**config.mk**
```make
export PLATFORM = sky130hd
export DESIGN_NAME = load_store_unit_flat
export DESIGN_NICKNAME = d
export VERILOG_FILES = /design/src/rtl/load_store_unit_if.sv /design/src/rtl/load_store_unit.sv /design/src/flat_wrapper.sv
export SDC_FILE = /design/constraint.sdc
export NUM_CORES = 1
export LEC_CHECK = 0
export CORE_ASPECT_RATIO = 0.7
export CORE_UTILIZATION = 48
export DETAILED_ROUTE_END_ITERATION = 8
export GPL_TIMING_DRIVEN = 0
export PLACE_DENSITY_LB_ADDON = 0.05
export SETUP_SLACK_MARGIN = 0.2
export SLEW_MARGIN = 20
export SYNTH_ARGS = -nofsm -noshare
export SYNTH_HDL_FRONTEND = slang
export SYNTH_SLANG_ARGS = --single-unit
```
**constraint.sdc**
```tcl
create_clock -name clk -period 4.2 [get_ports clk]
set_clock_uncertainty 0.1 [all_clocks]
set_input_delay 0.63 -clock clk [delete_from_list [all_inputs] [get_ports clk]]
set_output_delay 0.63 -clock clk [all_outputs]
set_load 0.02 [all_outputs]
```
**src/rtl/load_store_unit_if.sv**
```systemverilog
// Memory-side bus of the load/store unit: word-addressed request with byte enables,
// completed by a single-cycle acknowledge.
interface load_store_unit_if;
    logic        m_req;
    logic        m_we;
    logic [31:0] m_addr;
    logic [31:0] m_wdata;
    logic [3:0]  m_be;
    logic [31:0] m_rdata;
    logic        m_ack;

    modport master (
        output m_req, m_we, m_addr, m_wdata, m_be,
        input  m_rdata, m_ack
    );

    modport slave (
        input  m_req, m_we, m_addr, m_wdata, m_be,
        output m_rdata, m_ack
    );
endinterface

```
**src/rtl/load_store_unit.sv**
```systemverilog
// Big-endian MIPS-style load/store unit: one access at a time, byte/half/word formatting,
// timeout abort. Optional misalignment trap enabled by defining LSU_MISALIGN_TRAP_EN.
module load_store_unit #(
    parameter int TIMEOUT_CYCLES = 16
) (
    input  logic        clk,
    input  logic        rst_n,
    input  logic        start,
    input  logic [31:0] addr,
    input  logic [31:0] rt_reg,
    input  logic [5:0]  opcode,
    input  logic        mem_read,
    input  logic        mem_write,
    output logic        busy,
    output logic        done,
    output logic [31:0] load_data,
    output logic        err,
    output logic        misaligned,
    load_store_unit_if.master mem
);

    localparam int CNT_W = $clog2(TIMEOUT_CYCLES + 1);

    localparam logic [5:0] OP_LB  = 6'b100000;
    localparam logic [5:0] OP_LH  = 6'b100001;
    localparam logic [5:0] OP_LW  = 6'b100011;
    localparam logic [5:0] OP_LBU = 6'b100100;
    localparam logic [5:0] OP_LHU = 6'b100101;
    localparam logic [5:0] OP_SB  = 6'b101000;
    localparam logic [5:0] OP_SH  = 6'b101001;
    localparam logic [5:0] OP_SW  = 6'b101011;

    typedef enum logic [1:0] {IDLE, ACCESS, DONE} state_t;

    state_t             state, state_nxt;
    logic [CNT_W-1:0]   cnt;
    logic [31:0]        addr_p0;
    logic [31:0]        data_p0;
    logic [5:0]         op_p0;
    logic [31:0]        load_data_q;
    logic               err_q;
    logic               mis_q;

    logic               take;
    logic               fin;
    logic               fin_err;
    logic               fin_mis;
    logic [31:0]        fin_data;
    logic               cnt_inc;
    logic               req_ok;
    logic               mis_trap;

    function automatic logic known_op(input logic [5:0] op);
        return op inside {OP_LB, OP_LH, OP_LW, OP_LBU, OP_LHU, OP_SB, OP_SH, OP_SW};
    endfunction

    function automatic logic is_store(input logic [5:0] op);
        return op inside {OP_SB, OP_SH, OP_SW};
    endfunction

    function automatic logic [3:0] store_be(input logic [5:0] op, input logic [1:0] off);
        logic [3:0] be;
        be = 4'b0000;
        case (op)
            OP_SB: be = 4'b1000 >> off;
            OP_SH: be = off[1] ? 4'b0011 : 4'b1100;
            OP_SW: be = 4'b1111;
            default: be = 4'b0000;
        endcase
        return be;
    endfunction

    function automatic logic [31:0] store_wdata(input logic [5:0] op, input logic [31:0] d);
        logic [31:0] w;
        case (op)
            OP_SB:   w = {4{d[7:0]}};
            OP_SH:   w = {2{d[15:0]}};
            OP_SW:   w = d;
            default: w = 32'd0;
        endcase
        return w;
    endfunction

    // Offset 0 is the most significant lane (big-endian byte numbering).
    function automatic logic [31:0] format_load(input logic [5:0] op, input logic [1:0] off,
                                                input logic [31:0] rd);
        logic signed [7:0]  b_s;
        logic signed [15:0] h_s;
        logic signed [31:0] ext_s;
        logic [31:0]        res;
        case (off)
            2'd0:    b_s = rd[31:24];
            2'd1:    b_s = rd[23:16];
            2'd2:    b_s = rd[15:8];
            default: b_s = rd[7:0];
        endcase
        h_s   = off[1] ? rd[15:0] : rd[31:16];
        ext_s = 32'sd0;
        res   = 32'd0;
        case (op)
            OP_LB:  begin ext_s = b_s; res = ext_s; end
            OP_LBU: res = {24'd0, b_s};
            OP_LH:  begin ext_s = h_s; res = ext_s; end
            OP_LHU: res = {16'd0, h_s};
            OP_LW:  res = rd;
            default: res = 32'd0;
        endcase
        return res;
    endfunction

`ifdef LSU_MISALIGN_TRAP_EN
    function automatic logic misalign(input logic [5:0] op, input logic [1:0] off);
        logic m;
        case (op)
            OP_LH, OP_LHU, OP_SH: m = off[0];
            OP_LW, OP_SW:         m = (off != 2'b00);
            default:              m = 1'b0;
        endcase
        return m;
    endfunction

    assign mis_trap = misalign(opcode, addr[1:0]);
`else
    assign mis_trap = 1'b0;
`endif

    assign req_ok = known_op(opcode) && (mem_read ^ mem_write) && (is_store(opcode) == mem_write);

    always_ff @(posedge clk or negedge rst_n) begin
        if (!rst_n) begin
            state <= IDLE;
        end else begin
            state <= state_nxt;
        end
    end

    always_comb begin
        state_nxt = state;
        take      = 1'b0;
        fin       = 1'b0;
        fin_err   = 1'b0;
        fin_mis   = 1'b0;
        fin_data  = 32'd0;
        cnt_inc   = 1'b0;
        case (state)
            IDLE: begin
                if (start) begin
                    if (!req_ok) begin
                        state_nxt = DONE;
                        fin       = 1'b1;
                        fin_err   = 1'b1;
                    end else if (mis_trap) begin
                        state_nxt = DONE;
                        fin       = 1'b1;
                        fin_err   = 1'b1;
                        fin_mis   = 1'b1;
                    end else begin
                        state_nxt = ACCESS;
                        take      = 1'b1;
                    end
                end
            end
            ACCESS: begin
                // An acknowledge in the final allowed cycle still completes the access.
                if (mem.m_ack) begin
                    state_nxt = DONE;
                    fin       = 1'b1;
                    fin_data  = is_store(op_p0) ? 32'd0
                                                : format_load(op_p0, addr_p0[1:0], mem.m_rdata);
                end else if (cnt == CNT_W'(TIMEOUT_CYCLES - 1)) begin
                    state_nxt = DONE;
                    fin       = 1'b1;
                    fin_err   = 1'b1;
                end else begin
                    cnt_inc = 1'b1;
                end
            end
            DONE: begin
                state_nxt = IDLE;
            end
            default: begin
                state_nxt = IDLE;
            end
        endcase
    end

    // Request capture and completion registers.
    always_ff @(posedge clk or negedge rst_n) begin
        if (!rst_n) begin
            cnt         <= '0;
            addr_p0     <= 32'd0;
            data_p0     <= 32'd0;
            op_p0       <= 6'd0;
            load_data_q <= 32'd0;
            err_q       <= 1'b0;
            mis_q       <= 1'b0;
        end else begin
            if (take) begin
                cnt     <= '0;
                addr_p0 <= addr;
                data_p0 <= rt_reg;
                op_p0   <= opcode;
            end else if (cnt_inc) begin
                cnt <= cnt + 1'b1;
            end
            if (fin) begin
                load_data_q <= fin_data;
                err_q       <= fin_err;
                mis_q       <= fin_mis;
            end
        end
    end

    assign busy       = (state != IDLE);
    assign done       = (state == DONE);
    assign load_data  = load_data_q;
    assign err        = done & err_q;
    assign misaligned = done & mis_q;

    // Bus outputs are only driven while the access is outstanding.
    assign mem.m_req   = (state == ACCESS);
    assign mem.m_we    = mem.m_req & is_store(op_p0);
    assign mem.m_addr  = mem.m_req ? {addr_p0[31:2], 2'b00} : 32'd0;
    assign mem.m_be    = mem.m_req ? store_be(op_p0, addr_p0[1:0]) : 4'b0000;
    assign mem.m_wdata = mem.m_req ? store_wdata(op_p0, data_p0) : 32'd0;

endmodule

```
**src/flat_wrapper.sv**
```systemverilog
// flat-port wrapper written by rule: the top's interface ports become plain ports
module load_store_unit_flat 
#(
    parameter int TIMEOUT_CYCLES = 16
)
  (clk, rst_n, start, addr, rt_reg, opcode, mem_read, mem_write, busy, done, load_data, err, misaligned, mem_m_req, mem_m_we, mem_m_addr, mem_m_wdata, mem_m_be, mem_m_rdata, mem_m_ack);
  load_store_unit_if mem_i ();
  input  logic clk;
  input  logic rst_n;
  input  logic start;
  input  logic [31:0] addr;
  input  logic [31:0] rt_reg;
  input  logic [5:0] opcode;
  input  logic mem_read;
  input  logic mem_write;
  output logic busy;
  output logic done;
  output logic [31:0] load_data;
  output logic err;
  output logic misaligned;
  output wire logic [$bits(mem_i.m_req)-1:0] mem_m_req;
  output wire logic [$bits(mem_i.m_we)-1:0] mem_m_we;
  output wire logic [$bits(mem_i.m_addr)-1:0] mem_m_addr;
  output wire logic [$bits(mem_i.m_wdata)-1:0] mem_m_wdata;
  output wire logic [$bits(mem_i.m_be)-1:0] mem_m_be;
  input wire logic [$bits(mem_i.m_rdata)-1:0] mem_m_rdata;
  input wire logic [$bits(mem_i.m_ack)-1:0] mem_m_ack;
  assign mem_m_req = mem_i.m_req;
  assign mem_m_we = mem_i.m_we;
  assign mem_m_addr = mem_i.m_addr;
  assign mem_m_wdata = mem_i.m_wdata;
  assign mem_m_be = mem_i.m_be;
  assign mem_i.m_rdata = mem_m_rdata;
  assign mem_i.m_ack = mem_m_ack;
  load_store_unit #(.TIMEOUT_CYCLES(TIMEOUT_CYCLES)) u_core (.clk(clk), .rst_n(rst_n), .start(start), .addr(addr), .rt_reg(rt_reg), .opcode(opcode), .mem_read(mem_read), .mem_write(mem_write), .busy(busy), .done(done), .load_data(load_data), .err(err), .misaligned(misaligned), .mem(mem_i));
endmodule
```
Word level (Yosys, flattened, before mapping)
Cells that the tools add are included.
{"block": "word_totals", "register_bits": 110, "latch_bits": 0, "ram_bits": 0, "romBits": 0, "inputBits": 108, "out_inout_bits": 106, "elab_cells": 78, "mem_count": 0}
{"block": "op_classes", "addsub": 1, "mul": 0, "n_div": 0, "magnitude_cmp": 0, "n_eq_ne": 24, "shift": 1, "muxes": 32, "n_bitwise": 3, "reduce_logical": 10}
{"cell": "2-to-1 mux 32 bit", "count": 5}
{"cell": "one-hot mux 32 bit (5 select lines)", "count": 1}
{"cell": "equality test 6 bit, second input constant", "count": 16}
{"cell": "one-hot mux 32 bit (3 select lines)", "count": 1}
{"cell": "one-hot mux 8 bit (3 select lines)", "count": 1}
{"cell": "2-to-1 mux 16 bit", "count": 1}
{"cell": "one-hot mux 4 bit (3 select lines)", "count": 1}
{"cell": "2-to-1 mux 1 bit", "count": 11}
{"cell": "2-to-1 mux 5 bit", "count": 2}
{"cell": "2-to-1 mux 2 bit", "count": 4}
{"cell": "2-to-1 mux 4 bit", "count": 2}
{"cell": "nonzero test 8 bit", "count": 1}
{"cell": "nonzero test 3 bit", "count": 2}
{"cell": "adder 5 x 1 -> 5 bit, second input constant", "count": 1}
{"cell": "equality test 5 x 4 -> 1 bit, second input constant", "count": 1}
{"cell": "equality test 2 x 1 -> 1 bit, second input constant", "count": 2}
{"cell": "equality test 2 bit, second input constant", "count": 2}
{"cell": "zero test 2 bit", "count": 2}
{"cell": "one-hot mux 1 bit (2 select lines)", "count": 2}
{"cell": "one-hot mux 2 bit (2 select lines)", "count": 1}
{"cell": "nonzero test 2 bit", "count": 2}
{"cell": "right shift 4 x 2 -> 4 bit, first input constant", "count": 1}
{"cell": "inequality test 3 bit, second input constant", "count": 1}
{"cell": "AND 1 bit", "count": 2}
{"cell": "5 further kinds", "count": 6}

Depth between registers and ports, before layout
{"block": "logic_depth", "depth_word": 8, "mapped_depth": 8, "mapped_depth_nobuf": 7}

Worst setup path after synthesis
OpenSTA, ideal clock, no wires.
{"block": "synth_path", "path_kind": "register to output", "from": "register u_core.op_p0[2]", "to": "output mem_m_wdata[21]", "arrival_ns": 1.705, "slack_ns": 1.765, "path_stages_with_launch": 6, "path_buffers": 1, "cell_sequence": "dfrtp_1 nand4bb_1 nor2_1 clkbuf_1 a22oi_1 nor2_1"}
{"block": "synth_via", "elab_chain_len": 3, "elab_cells_between_ends": 5}
{"item": "start: declaration", "line": "load_store_unit.sv:39", "source": "logic [5:0] op_p0;"}
{"item": "start signal: assignment", "line": "load_store_unit.sv:202", "source": "op_p0 <= opcode;"}
{"item": "equality test 6 bit", "line": "load_store_unit.sv:75", "source": "case (op)"}
{"item": "one-hot mux 32 bit (3 select lines) (*)", "line": "load_store_unit.sv:75"}
{"item": "2-to-1 mux 32 bit (*)", "line": "load_store_unit.sv:225", "source": "assign mem.m_wdata = mem.m_req ? store_wdata(op_p0, data_p0) : 32'd0;"}
{"item": "end: declaration", "line": "flat_wrapper.sv:24", "source": "output wire logic [$bits(mem_i.m_wdata)-1:0] mem_m_wdata;"}
Mark *: on every way between the ends. The rest lies on a longest branch, timed or not.

Worst setup path after layout
{"block": "layout_path", "from": "register u_core.op_p0[2]", "to": "output mem_m_wdata[22]"}
The elaborated chain is that of the path after synthesis.

==> run summary <==
- 5680 µm² — Cell Area, Synth
- 0 — number of flops mapped to enable cells by yosys
- 73.9% — final cell utilization of the core
- 38.4% — Max-Slew Margin vs Limit
- yes — clock tree from TritonCTS
- 0.883 — placer congestion estimate
- sky130_fd_sc_hd__dfrtp_1 — Synth area leader
- 110 — flop and latch count out of synthesis
- 214 — I/O pin total
- u_core.op_p0[2]$_DFFE_PN0P_ — worst setup path start
- 0 — setup repair bufs after CTS
- 32 — standard-cell rows
- 50.5% — initial core utilization
- 0 — drc violations
- 0.889 ns — worst slack, placed
- 12.6 mm — HPWL Detailed
- u_core.cnt[0]$_DFFE_PN0P_ — startpoint of the lowest-slack register-to-register path
- 0 — GRT overflow
- 0 — hold buffer count at CTS
- false — setup repair after global routing missed its margin
- 48.5% — share of the synthesized area in the top cell type
- 0 — Post-CTS Resized
- 0 — antenna-violating nets left
- 3.01 ns — CP Data Arrival Time
- 27.7% — gr usage total
- 3 — number of H-tree levels
- in2async — Hold Crit Class
- 3.74 ns — Min Clock Period, post-route
- 3.47 ns — Critical Path RT
- 11300 µm² — Core Box Area
- 0.457 ns — crit path setup slack, layout
- 0 — endpoints failing setup
- 499 — synthesized instance count
- 12300 µm² — Die ar.
- 132 µm — die outline width
- 93.0 µm — floorplan die height
- 9 — number of clock buffers inserted by TritonCTS
- 0.07 ns — clock slew at reported path FFs
- completed — status
- 8 — number of cells traversed by the worst register-to-register path
- output pin — Worst setup EP type
- u_core.load_data[14]$_DFFE_PN0P_ — end of the worst register-to-register path
- 26.4 mm — first-pass GRT wire length
- 0 — initial antenna violation count
- flip-flop — startpoint type of the worst setup path
- 0.34 ns — clk_lat worst skew
- 16.8 mm — Routed WL
- 0 — YS warnings
- 100% — Async SR Flop Fraction
- 19.1 µm — per-cell routed wire length
- 5 — total iterations of the first detailed-routing run
- 5.68 — number of vias per cell after detailed routing
- 5004 — vias after detailed routing
- 1.56 ns — setup slack, reg-to-reg
- 48 — number of distinct library cells after synthesis
- 0 — hold violation count in the final report
- reg2out — Setup CP Type
- 321 — number of DRC markers in iteration 0
- mem_m_wdata[22] — end point of the critical path
- 210 — Port Buffers
- 3.43 nW — leakage power
- 0.917 ns — actual slew at the worst max-slew pin
- 833 — number of nets in the layout
- 5101 — number of global-route vias before repair
- 89.1% — Final Cycle Share
- 0.267 GHz — Fmax achieved
- 0 — antenna diode count
- 11.4 µm² — Synth Area per Inst
- 2 — clk buf depth
- 69 — pin count of the biggest net entering global routing
- 229 µV — maximum VDD drop
- 110 — number of clock sinks seen by CTS
- 0 — max-slew violation count
- sky130_fd_sc_hd__dfrtp_1 — Main synth FF type
- 0 — count of max-cap constraint violations
- sky130_fd_sc_hd__clkbuf_16 — CTS Root Buffer Type
- 48.5% — sequential area share after synthesis
- sky130_fd_sc_hd__dfrtp_1 (110), sky130_fd_sc_hd__mux2_2 (82), sky130_fd_sc_hd__nor2_1 (45) — cell types with the highest counts after synthesis
- sky130_fd_sc_hd__dfrtp_1 — most numerous cell in the Yosys netlist
- 17.4% — share of post-route cells with drive strength above 1
- 10 — worst-path fanout max
- sky130_fd_sc_hd__dfrtp_1 (48%), sky130_fd_sc_hd__mux2_2 (16%), sky130_fd_sc_hd__a22oi_1 (5.3%), sky130_fd_sc_hd__and2_1 (4.5%), sky130_fd_sc_hd__nor2_1 (3.0%) — dominant cells by area after synthesis
- 334 nW/µm² — ratio of total power to cell area
- 46.4% — area growth from synthesis to final layout
-- cell usage in the layout (no fill, tap or decap), types with 3 or more instances in the layout --
cell,n
sky130_fd_sc_hd__o2bb2ai_1,17
sky130_fd_sc_hd__nor3_1,5
sky130_fd_sc_hd__conb_1,3
sky130_fd_sc_hd__clkdlybuf4s50_1,209
sky130_fd_sc_hd__nor2b_1,6
sky130_fd_sc_hd__clkbuf_16,9
sky130_fd_sc_hd__buf_4,5
sky130_fd_sc_hd__and2_1,41
sky130_fd_sc_hd__mux2i_1,11
sky130_fd_sc_hd__a221o_1,15
sky130_fd_sc_hd__a221oi_1,8
sky130_fd_sc_hd__inv_1,7
sky130_fd_sc_hd__nor2_1,45
sky130_fd_sc_hd__nand2b_1,3
sky130_fd_sc_hd__mux2_2,82
sky130_fd_sc_hd__a21oi_1,10
sky130_fd_sc_hd__dfrtp_1,110
sky130_fd_sc_hd__a22oi_1,40
sky130_fd_sc_hd__buf_2,15
sky130_fd_sc_hd__clkbuf_1,16
sky130_fd_sc_hd__a211oi_1,8
sky130_fd_sc_hd__o21ai_0,4
sky130_fd_sc_hd__nand2_1,15
-- area by class of cell --
class                      instances  area (µm²)
buffer                            38         188
clock buffer                      11         243
clock inverter                     5        63.8
fill                             780        2940
inverter                           8        30.0
multi-input combinational        345        2720
sequential                       110        2750
tap                              153         191
timing repair buffer             211        2130
-- routing by layer --
layer	part of all wire (%)	GRT usage, %	vias up
li1	-	-	2288
met4	1.7	8.91	0
met3	9.1	8.08	26
met1	44	37.2	2445
met2	45	43.4	245
met5	0	0	-
-- flip-flops by register name, indices dropped and copies added, names as in the netlist --
name,count
u_core.data_p0,32
u_core.err_q,1
u_core.addr_p0,32
u_core.op_p0,6
u_core.cnt,5
u_core.load_data,32
u_core.state,2
-- how the worst min path moves through the flow --
stage                                        to  slack, ns  cells after the start
5_1_grt         u_core.load_data[3]$_DFFE_PN0P_       0.13                      1
6_report        u_core.load_data[3]$_DFFE_PN0P_       0.10                      1
4_1_cts         u_core.load_data[3]$_DFFE_PN0P_       0.11                      1
3_5_place_dp   u_core.load_data[29]$_DFFE_PN0P_       0.38                      1
2_1_floorplan     u_core.addr_p0[0]$_DFFE_PN0P_       0.23                      0
3_3_place_gp   u_core.load_data[18]$_DFFE_PN0P_       0.38                      1
-- through the flow --
stage	setup TNS [ns]	cell area [µm²]	power (W)	hold WS, ns	std cells
global placement	-192.75	7980	0.00187	0.377	864
detailed placement	0	8010	0.00190	0.378	865
floorplan	0	5690	0.00164	0.234	501
CTS	0	8320	0.00279	0.114	881
finish	0	8320	0.00278	0.101	881
global route	0	8320	0.00289	0.132	881
-- worst max-delay path, cell delays in order (launching register included) --
cell and delay, ns:
sky130_fd_sc_hd__dfrtp_1 0.45, sky130_fd_sc_hd__nand4bb_1 0.31, sky130_fd_sc_hd__nor2_1 0.51, sky130_fd_sc_hd__clkbuf_1 0.44, sky130_fd_sc_hd__a22oi_1 0.18, sky130_fd_sc_hd__nor2_1 0.15, sky130_fd_sc_hd__clkdlybuf4s50_1 0.62
-- cells by family (layout without fill, tap and decap cells) --
group / count (synthesis) / after routing / synth area share, %
buf+inv: 46 / 273 / 3.83
mux: 94 / 94 / 18.6
compound gates: 111 / 111 / 15.8
other cells: 1 / 3 / 0.0660
flops: 110 / 110 / 48.5
xor+xnor: 3 / 3 / 0.463
fa+ha+maj: 2 / 2 / 0.441
simple gates: 132 / 132 / 12.4
-- report_power, final --
group          internal, W  switching, W  total [W]
Combinational     0.000322      0.000290   0.000612
Sequential         0.00119     0.0000928    0.00128
Clock             0.000488      0.000404   0.000891
No activity file was read; power rests on OpenSTA's default activity.
